$ cat src/rtl/nibble_serial_adder_ctrl.sv
// Adds two WIDTH-bit operands one nibble per cycle (LSB first) through a single 4-bit adder.
// Latency NIB cycles from accept to out_valid; no input/output overlap; result held until out_ready.

module four_bit_adder (
  input  logic [3:0] x,
  input  logic [3:0] y,
  input  logic       c_in,
  output logic [3:0] s,
  output logic       c_out
);
  logic [4:0] w_total;

  assign w_total = {1'b0, x} + {1'b0, y} + {4'b0000, c_in};
  assign s       = w_total[3:0];
  assign c_out   = w_total[4];
endmodule

module nibble_serial_adder_ctrl #(
  parameter int WIDTH = 16
) (
  input  logic             clk,
  input  logic             rst,
  input  logic             in_valid,
  output logic             in_ready,
  input  logic [WIDTH-1:0] a,
  input  logic [WIDTH-1:0] b,
  input  logic             cin,
  output logic             out_valid,
  input  logic             out_ready,
  output logic [WIDTH-1:0] sum,
  output logic             cout,
  output logic             ovf,
  output logic             busy
);
  localparam int NIB = WIDTH / 4;
  localparam int IW  = (NIB > 1) ? $clog2(NIB) : 1;

  typedef enum logic [1:0] {
    S_IDLE,
    S_RUN,
    S_DONE
  } state_t;

  state_t           r_state;
  state_t           w_next;
  logic [WIDTH-1:0] r_a;
  logic [WIDTH-1:0] r_b;
  logic [WIDTH-1:0] r_sum;
  logic [IW-1:0]    r_idx;
  logic             r_carry;
  logic             r_cout;
  logic             r_ovf;

  logic [3:0]       w_x;
  logic [3:0]       w_y;
  logic [3:0]       w_s;
  logic             w_co;
  logic             w_last;
  logic             w_ovf;

  assign w_x    = r_a[4*r_idx +: 4];
  assign w_y    = r_b[4*r_idx +: 4];
  assign w_last = (r_idx == IW'(NIB - 1));

  four_bit_adder u_add (
    .x     (w_x),
    .y     (w_y),
    .c_in  (r_carry),
    .s     (w_s),
    .c_out (w_co)
  );

  // Overflow: operands share a sign and the final sum MSB (from the last nibble step) differs.
  assign w_ovf = (r_a[WIDTH-1] ~^ r_b[WIDTH-1]) & (r_a[WIDTH-1] ^ w_s[3]);

  always_comb begin
    w_next    = r_state;
    in_ready  = 1'b0;
    out_valid = 1'b0;
    busy      = 1'b0;
    case (r_state)
      S_IDLE: begin
        in_ready = ~rst;
        if (in_valid) w_next = S_RUN;
      end
      S_RUN: begin
        busy = 1'b1;
        if (w_last) w_next = S_DONE;
      end
      S_DONE: begin
        busy      = 1'b1;
        out_valid = 1'b1;
        if (out_ready) w_next = S_IDLE;
      end
      default: w_next = S_IDLE;
    endcase
  end

  always_ff @(posedge clk) begin
    if (rst) begin
      r_state <= S_IDLE;
      r_a     <= '0;
      r_b     <= '0;
      r_sum   <= '0;
      r_idx   <= '0;
      r_carry <= 1'b0;
      r_cout  <= 1'b0;
      r_ovf   <= 1'b0;
    end else begin
      r_state <= w_next;
      case (r_state)
        S_IDLE: begin
          if (in_valid) begin
            r_a     <= a;
            r_b     <= b;
            r_carry <= cin;
            r_idx   <= '0;
          end
        end
        S_RUN: begin
          r_sum[4*r_idx +: 4] <= w_s;
          r_carry             <= w_co;
          // idx parks on the last nibble rather than wrapping.
          if (w_last) begin
            r_cout <= w_co;
            r_ovf  <= w_ovf;
          end else begin
            r_idx <= r_idx + IW'(1);
          end
        end
        default: ;
      endcase
    end
  end

  assign sum  = r_sum;
  assign cout = r_cout;
  assign ovf  = r_ovf;
endmodule

$ cat config.mk
export PLATFORM = sky130hd
export DESIGN_NAME = nibble_serial_adder_ctrl
export DESIGN_NICKNAME = d
export VERILOG_FILES = /design/src/rtl/nibble_serial_adder_ctrl.sv
export SDC_FILE = /design/constraint.sdc
export NUM_CORES = 1
export LEC_CHECK = 0
export CAP_MARGIN = 10
export CORE_ASPECT_RATIO = 1.1
export CORE_MARGIN = 2
export CORE_UTILIZATION = 40
export DETAILED_ROUTE_END_ITERATION = 8
export PLACE_DENSITY_LB_ADDON = 0.25
export SLEW_MARGIN = 25
export SYNTH_ARGS = -nofsm -noshare
export SYNTH_HDL_FRONTEND = slang
export SYNTH_SLANG_ARGS = --single-unit
$ cat constraint.sdc
create_clock -name clk -period 3.2 [get_ports clk]
set_input_delay 0.64 -clock clk [delete_from_list [all_inputs] [get_ports clk]]
set_output_delay 0.64 -clock clk [all_outputs]
set_load 0.005 [all_outputs]
==> Word level (Yosys, flattened, before mapping) <==
Cells that the tools add are included.
{ "classes": {"addsub": 4, "reduce_logical": 8, "shifts": 4, "eq_ne": 7, "mux": 13, "magnitude_cmp": 0, "div": 0, "multipliers": 0, "bitwise_logic": 4} }
{ "op_table": {"columns": ["cell", "n"], "rows": [
  ["$neg 4->34", 1],
  ["$shift 4x34->16 const A", 1],
  ["$shiftx 4x34->16", 1],
  ["$shiftx 16x5->4", 2],
  ["$bwmux 16", 1],
  ["$mux 2", 5],
  ["$ne 2x2->1 const B", 4],
  ["$pmux 2 s3", 1],
  ["$reduce_and 2->1", 3],
  ["$reduce_and 3->1", 2],
  ["$add 4x4->5", 1],
  ["$add 5x1->5", 1],
  ["$eq 2x2->1 const B", 2],
  ["$mux 1", 4],
  ["$pmux 2 s2", 1],
  ["$add 2x1->2 const B", 1],
  ["$eq 2x1->1 const B", 1],
  ["$logic_not 2->1", 1],
  ["$pmux 1 s2", 1],
  ["$reduce_bool 2->1", 1],
  ["$reduce_or 2->1", 1],
  ["$and 1x1->1", 1],
  ["$not 1->1", 1],
  ["$xnor 1x1->1", 1],
  ["$xor 1x1->1", 1]
]} }
{ "totals": {"wordCells": 48, "reg_bits": 55, "romBits": 0, "in_bits": 37, "n_memories": 0, "output_inout_bits": 21, "latch_bits": 0, "mem_bits_rw": 0} }

==> Longest topological paths before layout <==
Gate-level depths: netlist of the first run.
{ "depth": {"depth_word": 5, "depth_mapped": 8, "mapped_depth_nobuf": 7} }

==> By module <==
A second synthesis of the first run with hierarchy kept.
{ "hier_totals": {"hier_cells": 280, "area_unflattened_um2": 2524.9} }
{ "by_module_without_submodules": {"columns": ["module", "cells_each", "n_inst", "seq_area_each_um2", "area_each_um2"], "rows": [
  ["nibble_serial_adder_ctrl", 264, 1, 1101.1, 2381.0],
  ["four_bit_adder", 16, 1, 0.0, 143.9]
]} }

==> Worst setup path before layout of the first run <==
Ideal clock, no wire load.
{ "synth_timing": {"path_type": "reg2reg", "from": "register r_idx[0]", "to": "register r_carry", "required_ns": 3.068, "path_slack_ns": 0.584, "stages_incl_launch_ff": 9, "n_path_buf": 1, "setup_time_ns": 0.132, "period_less_slack_ns": 2.616, "arrival_ns": 2.484, "path_cell_list": "dfxtp_1 buf_4 mux4_2 fa_1 fa_1 a21o_1 a21oi_1 a211o_1 a21oi_1"} }
{ "synth_between": {"elab_chain_len": 4, "elab_cells_between_ends": 5, "cone_classes": "add/sub: 2; shift: 2; mux: 1"} }
{ "synth_lines": {"columns": ["element", "line_no", "text"], "rows": [
  ["start: declaration", "49", "logic [IW-1:0] r_idx;"],
  ["start signal: assignment", "128", "r_idx <= r_idx + IW'(1);"],
  ["$shiftx 16x5->4 (on tied branches)", "61, 62", null],
  ["$add 4x4->5 *", "13", "assign w_total = {1'b0, x} + {1'b0, y} + {4'b0000, c_in};"],
  ["$add 5x1->5 *", "13", null],
  ["$pmux 1 s2 *", "111", "case (r_state)"],
  ["end signal: assignment", "116", "r_carry <= cin;"],
  ["end signal: assignment", "122", "r_carry <= w_co;"],
  ["end: declaration", "50", "logic r_carry;"]
]} }
Every way passes the cells marked *; elsewhere a longest branch is shown, timed or not.
A chain may end at the register's enable or synchronous reset.

==> Worst setup path in the final report of the first run <==
{ "layout_timing": {"from": "register r_idx[0]", "to": "register r_sum[7] (netlist: sum[7])"} }
{ "layout_between": {"elab_chain_len": 5, "elab_cells_between_ends": 8, "cone_classes": "add/sub: 3; shift: 4; mux: 1"} }
{ "layout_lines": {"columns": ["element", "line_no", "text"], "rows": [
  ["$shiftx 16x5->4 (on tied branches)", "61, 62", null],
  ["$add 4x4->5", "13", null],
  ["$add 5x1->5", "13", null],
  ["$shiftx 4x34->16", "121", "r_sum[4*r_idx +: 4] <= w_s;"],
  ["$bwmux 16 *", "121", null],
  ["end signal: indexed assignment", "121", null],
  ["end: declaration", "48", "logic [WIDTH-1:0] r_sum;"]
]} }
Marked as above.

==> key figures, run 1 <==
Logic synthesis
  • Gate Count Post-Synth: between 200 and 300
  • Async SR Flop Fraction: 0%
  • Xor and xnor area share after synthesis: less than 1%
  • Simple-Gate Fraction of Synth Area: between 10% and 20%
  • Sequential share of the synthesized area: between 40% and 50%
  • Main combinational cell family by area after synthesis: simple AND/OR/NAND/NOR gates
  • Synth Cell Area: 2537 um2
  • Mux share of post-synthesis cell area: 8.679%
  • Top-area cell type share of the netlist area: 43.39%
  • Post-synth EDFFs: 0
  • Flops & latches, synth: between 50 and 60
  • Post-synth top cells: 74 x nand2_1, 55 x dfxtp_1, 36 x a21oi_1
  • Post-synthesis net count: between 300 and 400
  • Complex-gate fraction of the synthesized area: roughly 15%
  • Synth warn: 0
  • Syn_area_per_cell: between 8 and 9 um2
  • Most used flip-flop cell after synthesis: dfxtp_1
  • Most common cell in the synthesized netlist: nand2_1
  • Area share of fa/ha/maj cells after synthesis: about 7.5%
  • Post-synth top area cell: dfxtp_1
  • Distinct cells, synth: 38
  • Dominant cells by area after synthesis: dfxtp_1 43%, nand2_1 11%, a21oi_1 7.1%

Routing
  • Antenna-violating nets left: 0
  • Routed wire length on met2: 2587 um
  • DRC Markers: 0
  • First-pass DRT Iterations: 4
  • Iter 0 DRT Violations: approximately 120
  • Met3 wire length: 216 um
  • Max Used Layer: met4
  • Routed vias: 2100
  • Wire per inst: 12.89 um
  • DR vias/cell: 5.000
  • M1 wire length: ~2600 um
  • Routed WL: 5413 um

Die
  • Core area: 6156 um2
  • DIE WIDTH: 79.94 um
  • Site row count: 30
  • Boundary Pins: 58
  • Die Y: 87.54 um
  • Die area: about 7000 um2
  • Initial Util: between 40% and 50%

Layout
  • Filler Cell Count: 611
  • Nets: 390
  • Share of post-route cells with drive strength above 1: under 10%
  • Layout area overhead: 27.91%
  • Number of diodes: 0

STA
  • Total Neg Setup Slack: 0 ps
  • Worst Tran Pin Value: 568.0 ps
  • Final slew viol count: 0
  • Final Cycle Share: around 82%
  • RSZ-0062 raised after global routing: false
  • Final Setup Violations: 0
  • Period minus WS final: approximately 2600 ps
  • Slew HR: 62.13%
  • Final hold violations: 0
  • Max Clock Freq: 0.3821 GHz
  • Setup Skew: 13.69 ps

Power
  • Leak Pwr: approximately 1.2 nW
  • Final total power: between 2 and 2.5 mW
  • Cell Pwr Density: approximately 630 nW/um2
  • Maximum vdd drop: 0.2540 mV

Setup path
  • R2R Setup Slk: slightly below 600 ps
  • Slowest cell on the critical path: mux4_2
  • CP cell instances: buf_4 -> mux4_2 -> ha_1 -> a21o_1 -> a21oi_2 -> xor2_1 -> o21ai_0
  • CP Launch Point: r_idx[0]$_SDFFE_PP0P_
  • Reg2Reg Capture Point: sum[7]$_SDFFE_PP0P_
  • R2R depth: 7
  • R2R Path Start: r_idx[0]$_SDFFE_PP0P_
  • Endpoint class of the critical path: register
  • CP Launch Type: register
  • Worst Path Max Fanout: 12
  • Slowest Stage Delay on Critical Path: approximately 570 ps
  • CP required: roughly 3400 ps
  • Arrival @ worst endpoint: 2810 ps
  • Worst Setup Path Type: register to register

Clock network
  • Hold Buf Count CTS: 0
  • Post-CTS setup buffers: 0
  • CTS Buf Count: 5
  • Clock Path Buffers: 2
  • Post-CTS sizing: 0
  • Clk sinks: 55
  • CTS Root Cell: clkbuf_8
  • Clock transition at path regs: around 100 ps
  • Clk_lat worst skew: slightly above 300 ps
  • CTS tree: yes
  • H-Tree Depth: 2

Hold path
  • Hold depth: 2
  • HP Start: r_b[1]$_SDFFE_PP0P_
  • Hold endpoint: r_b[1]$_SDFFE_PP0P_
  • Hold WC Path Type: register to register

Global routing
  • Largest net degree at the start of global routing: 60
  • Global-route wire length before repair: approximately 9000 um
  • GRT Resource Usage Total: between 15 and 20%
  • Remaining Overflow, GRT: 0
  • Vias in the first global route: roughly 1900
  • Initial antenna violation count: 0

Place
  • DPL Wire Length: 3976 um
  • GPL Wtd Cong: roughly 0.81
  • I/O Buffers: 57

Outcome
  • Status: complete, no violations

Run
  • Max_cap viols: 0
-- cell usage in the layout, fill, tap and decap left out, drive strengths merged --
master	instances
o21ai	3
a211oi	1
nor4	2
a222oi	2
nand3b	6
a21oi	37
nand2	74
a21o	2
buf	6
ha	12
nor2b	1
nor4b	1
dfxtp	55
nor2	21
or3	1
clkinv	2
a22oi	12
a211o	1
clkbuf	5
or3b	1
a32oi	1
mux4	8
clkdlybuf4s50	56
o31ai	3
inv	12
mux2i	4
and2	2
nand2b	1
fa	2
xor2	2
and4b	2
nand3	1
o22ai	1
-- per-stage QoR --
step                hold slack [ps]  cell area, um2  setup slack (ps)  cells  util (%)
floorplan                     433.1            2537             584.1    289         -
global route                  480.2            3246             405.8    420     52.72
detailed placement            447.6            3158             566.9    412     51.30
CTS                           461.9            3246             557.8    420     52.72
finish                        458.2            3246             583.2    420     52.72
global placement              446.2            3158             653.6    412     51.30
-- critical path: cells and delay by family, from the launching register on --
kind	cells	cell delay (ps)
muxes	1	570
AOI/OAI and AO/OA	3	560
DFF	1	450
xor gates and xnor gates	1	360
adders and majority gates	1	310
buffers and inverters	1	260
-- final cells by class --
type	instances	area [um2]	area share, %
Multi-Input combinational cell	204	1313	40.44
Sequential cell	55	1101	33.92
Tap cell	80	100.1	3.084
Inverter	11	41.29	1.272
Clock buffer	5	68.82	2.120
Timing Repair Buffer	62	603.1	18.58
Clock inverter	3	18.77	0.5783
-- report_power, final --
group | internal, mW | switching [mW] | leakage (nW)
logic | 0.355 | 0.445 | 0.735
registers | 0.785 | 0.0661 | 0.449
clock network | 0.155 | 0.232 | 0.0483
total | 1.29 | 0.743 | 1.23
-- metal layers --
metal	track usage, %	vias to the layer above
li1	-	1087
met1	21.84	962
met2	25.76	49
met3	3.918	2
met4	2.311	0
met5	0	-
-- registers in the layout, indices dropped and copies added, names as in the netlist --
signal   flops
r_carry      1
cout         1
sum         16
r_b         16
r_a         16
ovf          1
r_idx        2
r_state      2
-- logic make-up (layout without fill, tap and decap cells) --
logic type / Yosys count / count (layout)
AO/OA/AOI/OAI: 63 / 63
XOR/XNOR: 2 / 2
multiplexers: 12 / 12
AND/OR/NAND/NOR: 113 / 113
flip-flops: 55 / 55
buffers and inverters: 30 / 81
adder cells (fa/ha/maj): 14 / 14
-- how the worst max path moves through the flow --
| stage | to | slack [ps] | cells past startpoint |
|---|---|---|---|
| floorplan | r_carry$_SDFFE_PP0P_ | 580 | 8 |
| global placement | sum[7]$_SDFFE_PP0P_ | 650 | 7 |
| detailed placement | sum[7]$_SDFFE_PP0P_ | 570 | 7 |
| CTS | sum[7]$_SDFFE_PP0P_ | 560 | 7 |
| global route | sum[3]$_SDFFE_PP0P_ | 410 | 7 |
| finish | sum[7]$_SDFFE_PP0P_ | 580 | 7 |
Note: power is estimated with default switching activity, not from simulation.
==> run 2: changes to the inputs <==
==> constraint.sdc (replaced) <==
create_clock -name clk -period 2.2 [get_ports clk]
set_input_delay 0.44 -clock clk [delete_from_list [all_inputs] [get_ports clk]]
set_output_delay 0.44 -clock clk [all_outputs]
set_load 0.005 [all_outputs]
==> run 2 against run 1 <==
- the run now ends with negative setup slack left
- combinational power grew 71%
- maximum frequency up 14%
- critical path depth unchanged
- sequential share of layout area shrank 1.6 points
- critical path type unchanged
==> key figures, run 2 (synthesis gave the netlist of run 1 again) <==
Outcome
  • Status: finished with violations (was complete, no violations)
  • Failing checks: negative setup slack

Clock network
  • Clk sinks: 55 (unchanged)
  • H-Tree Depth: 2 (unchanged)
  • CTS Root Cell: clkbuf_8 (unchanged)
  • Clock Path Buffers: 2 (unchanged)
  • Clk_lat worst skew: 310 ps (about the same)
  • CTS tree: yes (unchanged)
  • CTS Buf Count: 5 (unchanged)
  • Clock transition at path regs: 100 ps (about the same)

Layout
  • Post-route cell area: 3420 um2 (was 3246 um2)
  • Most frequent cells in the layout: 74 x nand2_1, 56 x clkdlybuf4s50_1, 53 x dfxtp_1 (was 74 x nand2_1, 56 x clkdlybuf4s50_1, 55 x dfxtp_1)
  • Most common cell after layout, fill and taps aside: nand2_1 (unchanged)
  • Layout area overhead: 34.76% (was 27.91%)
  • Nets: 396 (was 390)
  • Number of diodes: 0 (unchanged)
  • Core Util, Final: 55.55% (was 52.72%)
  • Share of post-route cells with drive strength above 1: 13.58% (was 8.235%)

Place
  • Placed inst area: 3236 um2 (was 3158 um2)
  • GPL Wtd Cong: 0.8058 (was 0.8060)
  • DPL Wire Length: 4295 um (was 3976 um)
  • I/O Buffers: 57 (unchanged)

Global routing
  • Most Crowded Layer GR: met2 (unchanged)
  • Global-route wire length before repair: 9701 um (was 8838 um)
  • Remaining Overflow, GRT: 0 (unchanged)
  • Initial antenna violation count: 0 (unchanged)
  • Vias in the first global route: 2069 (was 1897)
  • M2 GR Usage: 30.08% (was 25.76%)
  • Met1 global-route usage: 22.61% (was 21.84%)
  • GRT Resource Usage Total: 17.93% (was 15.78%)
  • GRT met3 Usage: 3.711% (was 3.918%)
  • Largest net degree at the start of global routing: 60 (unchanged)

STA
  • Final hold violations: 0 (unchanged)
  • WHS: 458.7 ps (was 458.2 ps)
  • Final Setup Violations: 10 (was 0)
  • Worst Tran Pin Value: 579.9 ps (was 568.0 ps)
  • Max Clock Freq: 0.4366 GHz (was 0.3821 GHz)
  • Slew HR: 61.34% (was 62.13%)
  • Final slew viol count: 0 (unchanged)
  • Period minus WS final: 2291 ps (was 2617 ps)
  • Fin worst setup slack: -90.60 ps (was 583.2 ps)
  • Final Cycle Share: 104.1% (was 81.77%)
  • RSZ-0062 raised after global routing: true (was false)
  • Setup Skew: 12.27 ps (was 13.69 ps)

Power
  • Cell Pwr Density: 955.5 nW/um2 (was 627.6 nW/um2)
  • Seq pwr share: 38.0% (was 41.8%)
  • Leak Pwr: 1.290 nW (was 1.232 nW)
  • Internal: 2.124 mW (was 1.294 mW)
  • Net Sw Frac: 34.99% (was 36.47%)
  • Combinational share of power: 41.8% (was 39.3%)
  • Final total power: 3.267 mW (was 2.037 mW)
  • P_sw: 1.143 mW (was 0.7430 mW)
  • Clock power frac: 20.2% (was 19.0%)
  • Maximum vdd drop: 0.4345 mV (was 0.2540 mV)

Routing
  • Iter 0 DRT Violations: 92 (was 124)
  • DR vias/cell: 5.014 (was 5.000)
  • Routed WL: 5778 um (was 5413 um)
  • Routed vias: 2136 (was 2100)
  • First-pass DRT Iterations: 6 (was 4)
  • Antenna-violating nets left: 0 (unchanged)
  • Wire per inst: 13.56 um (was 12.89 um)
  • DRC Markers: 0 (unchanged)

Die
  • Die Y: 87.54 um (unchanged)
  • Initial Util: 41.22% (unchanged)
  • Boundary Pins: 58 (unchanged)
  • Die area: 6998 um2 (unchanged)
  • Site row count: 30 (unchanged)
  • DIE WIDTH: 79.94 um (unchanged)
  • Core area: 6156 um2 (unchanged)

Hold path
  • Hold WC Path Type: register to register (unchanged)

Setup path
  • CP required: 2390 ps (was 3390 ps)
  • Arrival @ worst endpoint: 2480 ps (was 2810 ps)
  • Worst Setup Path Type: register to register (unchanged)
  • Worst Path Max Fanout: 4 (was 12)
  • CP Launch Type: register (unchanged)
  • Endpoint class of the critical path: register (unchanged)

Run
  • Max_cap viols: 0 (unchanged)
-- run 2: cell count changes in the layout (fill, tap and decap cells not counted), sizes merged --
cell      change
buf           +6
clkinv        -2
bufinv        +1
clkbuf        +1
clkinvlp      +1
inv           -1
-- run 2: power by group through the flow --
stage                     logic (mW)  registers, mW  clock network, mW
after floorplan                0.884           1.24                  0
after detailed placement        1.28           1.26                  0
after global placement          1.26           1.26                  0
after CTS                       1.31           1.24              0.676
after global routing            1.51           1.26              0.721
final                           1.37           1.24              0.660
-- run 2: worst max-delay path, stage by stage (launching register included) --
cell	delay, ps
dfxtp_4	390
mux4_2	520
fa_2	390
fa_2	350
xor2_1	140
buf_4	160
a22oi_2	150
nor2_1	60
-- run 2: worst paths after layout --
check,from,to,slack (ps),cells after the start
max,r_idx[0]$_SDFFE_PP0P_,sum[2]$_SDFFE_PP0P_,-90,7
min,r_a[8]$_SDFFE_PP0P_,r_a[8]$_SDFFE_PP0P_,460,2
max reg2reg,r_idx[0]$_SDFFE_PP0P_,sum[2]$_SDFFE_PP0P_,-90,7
min reg2reg,r_a[8]$_SDFFE_PP0P_,r_a[8]$_SDFFE_PP0P_,460,2
-- run 2: cell type report --
type	instances	area, um2
multi-input combinational	204	1401
clock inverter	2	37.54
sequential	55	1106
clock buffer	6	72.57
fill	617	2736
tap	80	100.1
timing repair buffer	68	660.6
inverter	11	41.29
-- run 2: through the flow --
stage	TNS, ps	cells	setup WS (ps)
after global routing	-1820	426	-189.7
after floorplan	-671.1	289	-161.5
after CTS	-638.9	426	-106.1
after global placement	-508.4	417	-73.00
final	-606.3	426	-90.60
after detailed placement	-878.3	417	-139.6
-- run 2: layer usage --
layer / vias to the layer above / routed length [um]
met5: - / 0
met4: 0 / 116
met3: 9 / 200
met2: 50 / 2798
met1: 980 / 2662
li1: 1097 / -
-- run 2: repair_timing --
item	CTS	global route
gates resized for setup	4	9
hold buffers	0	0
buffers inserted	1	0
endpoints found under the setup margin	12	16
pin swaps	5	2
==> run 3: changes to the inputs <==
--- a/config.mk
+++ b/config.mk
@@ -6,7 +6,6 @@
 export NUM_CORES = 1
 export LEC_CHECK = 0
 export CAP_MARGIN = 10
-export CORE_ASPECT_RATIO = 1.1
 export CORE_MARGIN = 2
 export CORE_UTILIZATION = 40
 export DETAILED_ROUTE_END_ITERATION = 8
==> run 3 against run 2 <==
- the flow still finishes with violations (negative setup slack)
- global-route usage fell by 1.0 points
- clock power fell by 11%
- critical path depth is the same
- critical path type unchanged
- critical endpoint unchanged
==> key figures, run 3 (synthesis gave the netlist of run 1 again) <==
Die
  • Boundary Pins: 58 (unchanged)
  • DIE WIDTH: 83.65 um (was 79.94 um)
  • Die Y: 83.65 um (was 87.54 um)
  • Core area: 6241 um2 (was 6156 um2)
  • Initial Util: 40.66% (was 41.22%)
  • Site row count: 29 (was 30)
  • Die area: 6996 um2 (was 6998 um2)

Routing
  • Routed vias: 2177 (was 2136)
  • DR vias/cell: 5.122 (was 5.014)
  • First-pass DRT Iterations: 4 (was 6)
  • Routed WL: 5831 um (was 5778 um)
  • Wire per inst: 13.72 um (was 13.56 um)
  • Iter 0 DRT Violations: 99 (was 92)
  • Antenna-violating nets left: 0 (unchanged)
  • DRC Markers: 0 (unchanged)

Clock network
  • Clock transition at path regs: 100 ps (about the same)
  • Clock Path Buffers: 2 (unchanged)
  • Clk sinks: 55 (unchanged)
  • Clk_lat worst skew: 310 ps (about the same)
  • CTS Root Cell: clkbuf_8 (unchanged)
  • CTS Buf Count: 5 (unchanged)
  • H-Tree Depth: 2 (unchanged)
  • CTS tree: yes (unchanged)
  • Hold Buf Count CTS: 0 (unchanged)

Power
  • P_sw: 1.159 mW (was 1.143 mW)
  • Seq pwr share: 39.2% (was 38.0%)
  • Maximum vdd drop: 0.4332 mV (was 0.4345 mV)
  • Leak Pwr: 1.281 nW (was 1.290 nW)
  • Internal: 2.019 mW (was 2.124 mW)
  • Net Sw Frac: 36.46% (was 34.99%)
  • Combinational share of power: 42.3% (was 41.8%)
  • Cell Pwr Density: 938.5 nW/um2 (was 955.5 nW/um2)
  • Clock power frac: 18.5% (was 20.2%)

Setup path
  • Worst Setup Path Type: register to register (unchanged)
  • Endpoint class of the critical path: register (unchanged)
  • Worst Path Max Fanout: 5 (was 4)
  • CP Launch Point: r_idx[0]$_SDFFE_PP0P_ (unchanged)
  • R2R Path Start: r_idx[0]$_SDFFE_PP0P_ (unchanged)
  • CP required: 2380 ps (was 2390 ps)
  • CP Launch Type: register (unchanged)
  • Arrival @ worst endpoint: 2490 ps (was 2480 ps)

Layout
  • Post-route cell area: 3386 um2 (was 3420 um2)
  • FF+latch area: 1105 um2 (was 1106 um2)
  • Layout area overhead: 33.43% (was 34.76%)
  • Multi-input logic area: 1379 um2 (was 1401 um2)
  • Nets: 398 (was 396)
  • Most frequent cells in the layout: 74 x nand2_1, 56 x clkdlybuf4s50_1, 54 x dfxtp_1 (was 74 x nand2_1, 56 x clkdlybuf4s50_1, 53 x dfxtp_1)
  • Number of diodes: 0 (unchanged)
  • Share of post-route cells with drive strength above 1: 14.37% (was 13.58%)
  • Filler Cell Count: 595 (was 617)
  • Most common cell after layout, fill and taps aside: nand2_1 (unchanged)

Place
  • Placed inst area: 3234 um2 (was 3236 um2)
  • DPL Wire Length: 4323 um (was 4295 um)
  • GPL Wtd Cong: 0.8185 (was 0.8058)
  • I/O Buffers: 57 (unchanged)

STA
  • RSZ-0062 raised after global routing: true (unchanged)
  • Setup Skew: 6.177 ps (was 12.27 ps)
  • Fin worst setup slack: -105.9 ps (was -90.60 ps)
  • Slew HR: 62.01% (was 61.34%)
  • Total Neg Setup Slack: -670.4 ps (was -606.3 ps)
  • Period minus WS final: 2306 ps (was 2291 ps)
  • Final slew viol count: 0 (unchanged)
  • Final hold violations: 0 (unchanged)
  • Final Cycle Share: 104.8% (was 104.1%)
  • Final Setup Violations: 11 (was 10)
  • Worst Tran Pin Value: 569.8 ps (was 579.9 ps)
  • Max Clock Freq: 0.4337 GHz (was 0.4366 GHz)

Global routing
  • Initial antenna violation count: 0 (unchanged)
  • GRT Resource Usage Total: 16.91% (was 17.93%)
  • Vias in the first global route: 2099 (was 2069)
  • Largest net degree at the start of global routing: 60 (unchanged)
  • Global-route wire length before repair: 9715 um (was 9701 um)
  • Remaining Overflow, GRT: 0 (unchanged)

Run
  • Max_cap viols: 0 (unchanged)

Hold path
  • Hold WC Path Type: register to register (unchanged)
  • HP Start: r_b[0]$_SDFFE_PP0P_ (was r_a[8]$_SDFFE_PP0P_)

Outcome
  • Status: finished with violations (unchanged)
  • Failing checks: negative setup slack (unchanged)
==> run 3: path summary, 6_finish.rpt <==
path / slack [ps] / end / cells past startpoint
worst min register to register: 460 / r_b[0]$_SDFFE_PP0P_ / 2
worst min-delay path: 460 / r_b[0]$_SDFFE_PP0P_ / 2
worst max-delay path: -110 / sum[2]$_SDFFE_PP0P_ / 7
worst max register to register: -110 / sum[2]$_SDFFE_PP0P_ / 7
==> run 3: area by class of cell <==
type,count,share of cell area (%)
Sequential cell,55,32.63
Inverter,11,1.220
Multi-Input combinational cell,204,40.72
Timing Repair Buffer,70,19.70
Clock inverter,2,0.4435
Tap cell,77,2.846
Clock buffer,6,2.439
==> run 3: repair_timing <==
action	4_1_cts	5_1_grt
resized for setup	5	5
pin swaps	5	2
buffers inserted	0	1
endpoints found under the hold margin	0	0
setup endpoints to repair	11	16
==> run 3: per-layer routing <==
metal	up-vias	share of wire [%]	global-route usage, %
li1	1098	-	-
met1	1025	46	22.18
met2	50	49	28.00
met3	4	4.0	4.154
met4	0	0.86	4.399
met5	-	0	0
==> run 3: power groups by stage <==
stage | Combinational, mW | Clock [mW] | Sequential, mW
2_1_floorplan | 0.884 | 0 | 1.24
3_3_place_gp | 1.25 | 0 | 1.26
3_5_place_dp | 1.29 | 0 | 1.27
4_1_cts | 1.32 | 0.608 | 1.25
5_1_grt | 1.48 | 0.645 | 1.27
6_report | 1.35 | 0.588 | 1.24
==> run 3: worst max-delay path, cell delays in order (launching register included) <==
cell and delay, ps:
dfxtp_4 390, mux4_2 530, fa_2 390, fa_2 360, xor2_1 150, buf_4 160
a22oi_2 140, nor2_1 60
==> run 3: per-stage QoR <==
stage | utilization [%] | total power, mW | hold WS, ps | instances | setup slack (ps)
after detailed placement | 51.82 | 2.558 | 447.1 | 416 | -151.7
after global placement | 51.82 | 2.515 | 440.2 | 416 | -92.00
after CTS | 53.77 | 3.169 | 461.8 | 424 | -115.8
final | 54.25 | 3.178 | 458.5 | 425 | -105.9
after floorplan | - | 2.120 | 433.1 | 289 | -161.5
after global routing | 54.25 | 3.387 | 479.9 | 425 | -212.1
